`config.mk`:
```
export PLATFORM = sky130hd
export DESIGN_NAME = tri_bus_arbiter
export DESIGN_NICKNAME = d
export VERILOG_FILES = /design/src/rtl/tri_bus_pkg.sv /design/src/rtl/rr_pick.sv /design/src/rtl/tri_bus_arbiter.sv
export SDC_FILE = /design/constraint.sdc
export NUM_CORES = 1
export LEC_CHECK = 0
export BUFFER_PORTS_ARGS = -buffer_cell sky130_fd_sc_hd__buf_4
export CAP_MARGIN = 20
export CORE_MARGIN = 1.5
export CORE_UTILIZATION = 62
export CTS_CLUSTER_SIZE = 8
export DETAILED_ROUTE_END_ITERATION = 7
export PLACE_DENSITY = 0.83
export SKIP_LAST_GASP = 1
export SYNTH_ARGS = -nofsm -noshare
export SYNTH_HDL_FRONTEND = slang
export SYNTH_SLANG_ARGS = --single-unit
export TNS_END_PERCENT = 50
```
`constraint.sdc`:
```
create_clock -name clk -period 4.1 [get_ports clk]
set_input_delay 0.205 -clock clk [delete_from_list [all_inputs] [get_ports clk]]
set_output_delay 0.205 -clock clk [all_outputs]
set_load 0.05 [all_outputs]
```
`src/rtl/tri_bus_pkg.sv`:
```
// rtl/tri_bus_pkg.sv - shared state type and width helper for the tristate bus arbiter
package tri_bus_pkg;

   typedef enum logic [1:0] {
      IDLE,
      SETTLE,
      OWN,
      DEAD
   } tb_state_t;

   // Bits needed to index `value` distinct codes, never less than one.
   function automatic int clog2_min1(input int value);
      int w;
      w = 1;
      while ((1 << w) < value) w++;
      return w;
   endfunction

endpackage

```
`src/rtl/rr_pick.sv`:
```
// rtl/rr_pick.sv - combinational circular priority picker starting just above last_owner
module rr_pick #(
   parameter int N  = 2,
   parameter int OW = 1
) (
   input  logic [N-1:0]  req,
   input  logic [OW-1:0] last_owner,
   output logic          pick_valid,
   output logic [OW-1:0] pick_idx
);

   int j;

   always_comb begin
      pick_valid = 1'b0;
      pick_idx   = '0;
      j          = 0;
      for (int i = 1; i <= N; i++) begin
         j = int'(last_owner) + i;
         if (j >= N) j = j - N;
         if (!pick_valid && req[j]) begin
            pick_valid = 1'b1;
            pick_idx   = OW'(j);
         end
      end
   end

endmodule

```
`src/rtl/tri_bus_arbiter.sv`:
```
// rtl/tri_bus_arbiter.sv - round-robin owner sequencer for a shared tristate net
// Break-before-make enables with settle delay before grant and a bounded tenure.
module tri_bus_arbiter #(
   parameter int N        = 2,
   parameter int DEAD     = 2,
   parameter int SETTLE   = 3,
   parameter int MAX_HOLD = 8
) (
   input  logic                 clk,
   input  logic                 rst,
   input  logic [N-1:0]         req,
   output logic [N-1:0]         en,
   output logic [N-1:0]         gnt,
   output logic [$clog2(N)-1:0] owner,
   output logic                 busy
);

   import tri_bus_pkg::*;

   localparam int OW   = $clog2(N);
   localparam int CMAX = (DEAD > SETTLE) ? ((DEAD > MAX_HOLD) ? DEAD : MAX_HOLD)
                                         : ((SETTLE > MAX_HOLD) ? SETTLE : MAX_HOLD);
   localparam int CW   = clog2_min1(CMAX + 1);

   localparam logic [CW-1:0] SETTLE_LD = CW'(SETTLE);
   localparam logic [CW-1:0] DEAD_LD   = CW'(DEAD);
   localparam logic [CW-1:0] HOLD_LIM  = CW'(MAX_HOLD);
   localparam logic [CW-1:0] TEN_SAT   = (MAX_HOLD == 0) ? {CW{1'b1}} : CW'(MAX_HOLD);
   localparam logic [CW-1:0] CNT_ONE   = CW'(1);
   localparam logic [N-1:0]  ONE_HOT0  = N'(1);

   tb_state_t     state_q, state_d;
   logic [CW-1:0] cnt_q, cnt_d;
   logic [CW-1:0] ten_q, ten_d;
   logic [OW-1:0] last_q, last_d;
   logic [N-1:0]  en_d, gnt_d;
   logic [OW-1:0] owner_d;
   logic          busy_d;

   logic          pick_valid;
   logic [OW-1:0] pick_idx;
   logic          own_req;
   logic          others_req;
   logic [CW-1:0] ten_inc;
   logic          preempt;

   rr_pick #(
      .N  (N),
      .OW (OW)
   ) u_pick (
      .req        (req),
      .last_owner (last_q),
      .pick_valid (pick_valid),
      .pick_idx   (pick_idx)
   );

   // en is one-hot on the owner, so masking req with it isolates req[owner].
   assign own_req    = |(req & en);
   assign others_req = |(req & ~en);

   // Tenure is judged on the post-increment value so release lands exactly MAX_HOLD edges after grant.
   assign ten_inc = (ten_q == TEN_SAT) ? ten_q : ten_q + 1'b1;
   assign preempt = (MAX_HOLD != 0) && (ten_inc == HOLD_LIM) && others_req;

   always_comb begin
      state_d = state_q;
      cnt_d   = cnt_q;
      ten_d   = ten_q;
      last_d  = last_q;
      en_d    = en;
      gnt_d   = gnt;
      owner_d = owner;
      busy_d  = busy;
      case (state_q)
         tri_bus_pkg::IDLE: begin
            en_d    = '0;
            gnt_d   = '0;
            owner_d = '0;
            busy_d  = 1'b0;
            if (pick_valid) begin
               en_d    = ONE_HOT0 << pick_idx;
               owner_d = pick_idx;
               busy_d  = 1'b1;
               cnt_d   = SETTLE_LD;
               state_d = tri_bus_pkg::SETTLE;
            end
         end
         tri_bus_pkg::SETTLE: begin
            if (!own_req) begin
               en_d    = '0;
               gnt_d   = '0;
               owner_d = '0;
               busy_d  = 1'b0;
               last_d  = owner;
               cnt_d   = DEAD_LD;
               state_d = tri_bus_pkg::DEAD;
            end else if (cnt_q <= CNT_ONE) begin
               cnt_d   = '0;
               gnt_d   = en;
               ten_d   = '0;
               state_d = tri_bus_pkg::OWN;
            end else begin
               cnt_d = cnt_q - 1'b1;
            end
         end
         tri_bus_pkg::OWN: begin
            ten_d = ten_inc;
            if (!own_req || preempt) begin
               en_d    = '0;
               gnt_d   = '0;
               owner_d = '0;
               busy_d  = 1'b0;
               last_d  = owner;
               cnt_d   = DEAD_LD;
               state_d = tri_bus_pkg::DEAD;
            end
         end
         tri_bus_pkg::DEAD: begin
            en_d    = '0;
            gnt_d   = '0;
            owner_d = '0;
            busy_d  = 1'b0;
            if (cnt_q <= CNT_ONE) begin
               cnt_d   = '0;
               state_d = tri_bus_pkg::IDLE;
            end else begin
               cnt_d = cnt_q - 1'b1;
            end
         end
         default: begin
            en_d    = '0;
            gnt_d   = '0;
            owner_d = '0;
            busy_d  = 1'b0;
            state_d = tri_bus_pkg::IDLE;
         end
      endcase
   end

   // Reset puts priority on requester 0 by pretending N-1 owned last.
   always_ff @(posedge clk) begin
      if (rst) begin
         state_q <= tri_bus_pkg::IDLE;
         cnt_q   <= '0;
         ten_q   <= '0;
         last_q  <= OW'(N - 1);
         en      <= '0;
         gnt     <= '0;
         owner   <= '0;
         busy    <= 1'b0;
      end else begin
         state_q <= state_d;
         cnt_q   <= cnt_d;
         ten_q   <= ten_d;
         last_q  <= last_d;
         en      <= en_d;
         gnt     <= gnt_d;
         owner   <= owner_d;
         busy    <= busy_d;
      end
   end

endmodule

```
======== Yosys cells after proc, flatten, opt, wreduce, memory -nomap -nowiden ========
Cells that the tools add are included.
storage, ports and cells
  flip-flop bits (word level) ............. 17
  input bits .............................. 4
  logic and storage cells ................. 94
operators by class
  add/subtract/negate cells ............... 6
  magnitude comparators ................... 5
  eq/ne operators ......................... 12
  shift operators ......................... 1
  multiplexer cells ....................... 43
  bitwise gates (word level) .............. 3
  reduce and logical (&&, ||, !) cells .... 16
operator list
  kind                                                                              count
  32-bit by 3-bit >= comparator with 1-bit output, second input constant            2
  32-bit by 3-bit < comparator with 1-bit output, second input constant             2
  32-bit two-way mux                                                                2
  32-bit by 3-bit subtractor with 32-bit output, second input constant              2
  4-bit two-way mux                                                                 7
  2-bit two-way mux                                                                 10
  1-bit two-way mux                                                                 16
  2-bit case mux with 4 select lines                                                2
  4-bit case mux with 4 select lines                                                1
  2-bit != test, second input constant                                              6
  4-bit equality test, second input constant                                        2
  1-bit case mux with 4 select lines                                                2
  4-bit case mux with 2 select lines                                                1
  2-bit case mux with 3 select lines                                                1
  2-bit AND reduction                                                               3
  3-bit AND reduction                                                               2
  2-bit OR reduction                                                                3
  4-bit by 1-bit adder with 4-bit output, second input constant                     1
  2-bit AND                                                                         2
  2-bit equality test, second input constant                                        2
  4-bit by 1-bit less-or-equal comparator with 1-bit output, second input constant  1
  4-bit AND reduction                                                               1
  4-bit by 1-bit subtractor with 4-bit output, second input constant                1
  1-bit by 2-bit adder with 3-bit output, second input constant                     1
  other kinds (11)                                                                  13

======== Depth between registers and ports, before layout ========
  depth in word-level cells ............... 13
  depth in mapped cells ................... 8

======== Cells and area by module ========
From an unflattened synthesis, not the netlist that was laid out.
second synthesis, totals
  cell total of the unflattened synthesis .. 133
  area total of the unflattened synthesis .. 1123.6 um^2
modules (own cells, without submodules)
  module           instances  cells an instance  area each (um^2)  sequential area each (um^2)
  tri_bus_arbiter  1          131                1109.8            320.3
  rr_pick          1          2                  13.8              0.0

======== Least setup slack after synthesis ========
Ideal clock, no wire load.
  path type ............................... register -> register
  start point ............................. reg owner (netlist name)
  end point ............................... reg gnt[0]
  library setup time ...................... 0.092 ns
  data arrival time ....................... 1.940 ns
  slack ................................... 2.067 ns
  stages on the path, launching flop included .. 7
  path buffers ............................ 1
  path through ............................ dfxtp_1 > nand2b_1 > a21o_1 > or4_4 > buf_6 > a211o_1 > o32ai_1
RTL lines
  what                  RTL line                RTL
  to (signal assigned)  tri_bus_arbiter.sv:157  gnt <= gnt_d;
  to (decl)             tri_bus_arbiter.sv:13   output logic [N-1:0] gnt,

======== Final worst setup path ========
  start point ............................. reg state_q[0]
  end point ............................... reg cnt_q[1]
between the ends
  cells in the longest elaborated chain, start to end .. 3
RTL lines
  what                                                      RTL line                RTL
  from (decl)                                               tri_bus_arbiter.sv:32   tb_state_t state_q, state_d;
  from (signal assigned)                                    tri_bus_arbiter.sv:143  state_q <= tri_bus_pkg::IDLE;
  from (signal assigned)                                    tri_bus_arbiter.sv:152  state_q <= state_d;
  2-bit equality test or 2-bit logical NOT (tied branches)  tri_bus_arbiter.sv:74   case (state_q)
  2-bit != test (no source line)                            -
  2-bit AND reduction (no source line)                      -
  to (signal assigned)                                      tri_bus_arbiter.sv:153  cnt_q <= cnt_d;
  to (decl)                                                 tri_bus_arbiter.sv:33   logic [CW-1:0] cnt_q, cnt_d;
Several ways; a longest one is shown, not always the timed one.
A chain may end at the register's enable or synchronous reset.

==> run_results.csv <==
group,metric,value,unit
worst_setup_path,required,4.25,ns
cells_and_area,synthToLayoutAreaGrowth,8.31,%
cts,root_buffer,"sky130_fd_sc_hd__clkbuf_4",
hold_path,hold-path-cell-count,2,
yosys,post_synth_instance_area,0.00108,mm²
cts,cts_inserted_buffers,3,
sta,fmax,436,MHz
die,die_width,44.8,µm
cts,clock_tree.htree_level_count,1,
sta,hold_violations,0,
route,vias,1042,
worst_setup_path,worst-r2r-setup-slack,1.81,ns
sta,clock-skew-final,0.00770,ns
cts,cts_buffer_depth,2,
cts,clkLatencyLatePin,0.30,ns
cells_and_area,fin_nets,157,
worst_setup_path,r2r.worst_path.cells,7,
global_route,grt_pass1_wl,4.13,mm
die,io_pins,10,
worst_setup_path,crit_top_cell,"sky130_fd_sc_hd__inv_1",
sta,holdWs,0.189,ns
place,detailedPlacementHpwl,1.86,mm
sta,report.final.slew_viol_count,0,
sta,finalSetupViolations,0,
yosys,synth-seq-area-share,29.6,%
worst_setup_path,worstSetupEndpointType,"register",
run,max_capacitance_violation_count,0,
worst_setup_path,timing_worst_setup_path_type,"reg2reg",
worst_setup_path,critical_path_arrival,2.44,ns
die,start_util,68.7,%
worst_setup_path,worstPathCellList,"inv_1 > ha_1 > inv_1 > nor2_1 > a21boi_0 > a21oi_1 > a311oi_1",
cts,post_cts_resized,0,
yosys,synth_async_sr_flop_share,0,%
global_route,grt_pass1_vias,924,
power_and_ir_drop,total_power,664,µW
yosys,synthTopCellsByArea,"sky130_fd_sc_hd__dfxtp_1 30%, sky130_fd_sc_hd__ha_1 10%, sky130_fd_sc_hd__mux2i_1 6.5%",
yosys,ys.flop_type,"sky130_fd_sc_hd__dfxtp_1",
global_route,grt_antenna_before_repair,0,
sta,ratio_of_final_minimum_period_to_clock_period,55.9,%
outcome,status,"finished clean",
die,design.core.area,0.00158,mm²
place,io_buffers,9,
yosys,post_synth_top_area_share,29.6,%
worst_setup_path,startpoint_of_the_most_critical_setup_path,"state_q[0]",
cts,cts_setup_buffers,0,
worst_setup_path,path_max_fanout,9,
yosys,post_synth_fa_ha_maj_area_fraction,10.4,%
cells_and_area,layout-drive-gt1-share,11.9,%
sta,final.min_clock_period,2.29,ns
sta,timing.setup.tns,0,ns
worst_setup_path,rr_startpoint,"state_q[0]",
yosys,synthMostInstantiatedCell,"sky130_fd_sc_hd__dfxtp_1",
yosys,synthesis.nets,149,
worst_setup_path,critical_path.slowest_cell,"sky130_fd_sc_hd__nor2_1",
cts,cts_tree,"done",
route,average_detailed_routed_wire_length_per_instance,15.6,µm
yosys,synthTopCellsByCount,"16 x sky130_fd_sc_hd__dfxtp_1, 14 x sky130_fd_sc_hd__inv_1, 13 x sky130_fd_sc_hd__nand2_1, 10 x sky130_fd_sc_hd__a21oi_1, 9 x sky130_fd_sc_hd__ha_1",
yosys,post_synth.cell_area_avg,7.97,µm²
route,drt-vias-per-instance,6.55,
global_route,globalRouteOverflowTotal,0,
hold_path,hold_start,"rst",
route,detailedRoute.firstPassIterationCount,4,
power_and_ir_drop,irDropWorstVdd,389,µV
sta,grt_setup_unrepaired,"false",
cts,clock_sink_count,16,
worst_setup_path,timing.rr.end,"cnt_q[1]",
yosys,yosysTopAreaCell,"sky130_fd_sc_hd__dfxtp_1",
hold_path,hold_end,"ten_q[1]",
route,dr.first_iter.drc_count,56,
cts,worst_setup_hold_path_clk_slew,0.10,ns
worst_setup_path,critPathLaunchType,"register",
yosys,synth_enable_flop_cells,0,
sta,worstMarginPinSlew,0.647,ns
yosys,synth_area_in_simple_gates,19.9,%
power_and_ir_drop,p_leak,0.000492,µW
hold_path,hp-class,"in2reg",
die,die_height,44.8,µm
worst_setup_path,cpPeakStageDelay,0.53,ns
yosys,number_of_instances_in_the_synthesized_netlist,136,
global_route,grt.total_usage,28.0,%
yosys,ys_ff_latch,16,
cells_and_area,num_antenna_cells,0,
route,postRouteWirelength,2.49,mm
route,drt.antenna.violating_nets,0,
sta,timing.slew.headroom,56.7,%
yosys,synthesis.yosys.warnings,0,
route,drcViolationCount,0,
yosys,netlist-cell-type-count,37,
yosys,synth-xor-area-share,1.62,%
yosys,synth_compound_area_share,24.1,%
yosys,synth_top_family_by_area,"compound AO/OA/AOI/OAI gates",
cells_and_area,nFillCells,127,
place,routabilityCongestion,0.935,
die,std_cell_rows,14,
yosys,synth.mux.area_fraction,6.47,%
die,die_area,0.00201,mm²
global_route,grt_max_degree,15,
power_and_ir_drop,pwr_density_cell,566,mW/mm²
cts,number_of_hold_buffers_added_after_cts,0,
[kinds of logic (layout without fill, tap and decap cells)]
family / Yosys count / after routing
DFF: 16 / 16
muxes: 7 / 7
adders and majority gates: 9 / 9
xor gates and xnor gates: 2 / 2
AOI/OAI and AO/OA: 38 / 38
buffers and inverters: 20 / 27
and+or+nand+nor: 44 / 44
[area by class of cell]
cell class	instances	area, µm²	share of cell area (%)
sequential	16	320	27.3
inverter	14	52.6	4.48
multi-input combinational	100	677	57.7
timing repair buffer	9	67.6	5.76
clock buffer	4	36.3	3.09
tap	16	20.0	1.71
[metal layers]
metal / global-route usage, % / vias up / share of wire [%]
met4: 11.2 / 0 / 2.4
met1: 32.8 / 486 / 42
met3: 7.60 / 8 / 6.3
li1: - / 501 / -
met2: 48.4 / 47 / 49
met5: 0 / - / 0
[cells in the final DEF, fill, tap and decap left out, types with 3 or more instances in the layout]
cell type and instances:
sky130_fd_sc_hd__mux2i_1 7, sky130_fd_sc_hd__a21oi_1 10, sky130_fd_sc_hd__ha_1 9, sky130_fd_sc_hd__nor3_1 3, sky130_fd_sc_hd__o32ai_1 4, sky130_fd_sc_hd__nand2b_1 4, sky130_fd_sc_hd__nand2_1 13, sky130_fd_sc_hd__buf_4 9
sky130_fd_sc_hd__dfxtp_1 16, sky130_fd_sc_hd__clkbuf_4 3, sky130_fd_sc_hd__nand3_1 8, sky130_fd_sc_hd__o21ai_0 5, sky130_fd_sc_hd__nor2_1 8, sky130_fd_sc_hd__and2_1 3, sky130_fd_sc_hd__inv_1 14
[worst max-delay path: cells and delay by family (launching register included)]
kind            cells  cell delay (ns)
fa+ha+maj           1             0.28
simple gates        1             0.53
flops               1             0.38
compound gates      3             0.72
buf+inv             2             0.24
[power breakdown]
group,switching (µW),internal [µW],total (µW)
Sequential,32.1,186,218
Combinational,211,126,337
Clock,55.1,54.2,109
[registers in the layout, indices dropped and copies added (netlist names)]
signal / count
busy: 1
cnt_q: 4
en: 1
gnt: 2
last_q: 1
owner: 1
state_q: 2
ten_q: 4
[worst max path at each step]
stage	endpoint	slack, ns	cells after the start
after floorplan	gnt[0]	2.07	6
after global placement	owner	1.99	6
after detailed placement	cnt_q[1]	1.93	7
after CTS	cnt_q[1]	1.87	7
after global routing	cnt_q[0]	1.60	7
final	cnt_q[1]	1.81	7
[stage by stage]
stage	utilization [%]	area [µm²]	std cells	setup WS [ns]
finish	74.4	1170	159	1.81
global route	74.4	1170	159	1.60
CTS	74.4	1170	159	1.87
detailed placement	72.1	1140	155	1.93
global placement	72.1	1140	155	1.99
floorplan	-	1080	136	2.07
No activity file was read; power rests on OpenSTA's default activity.
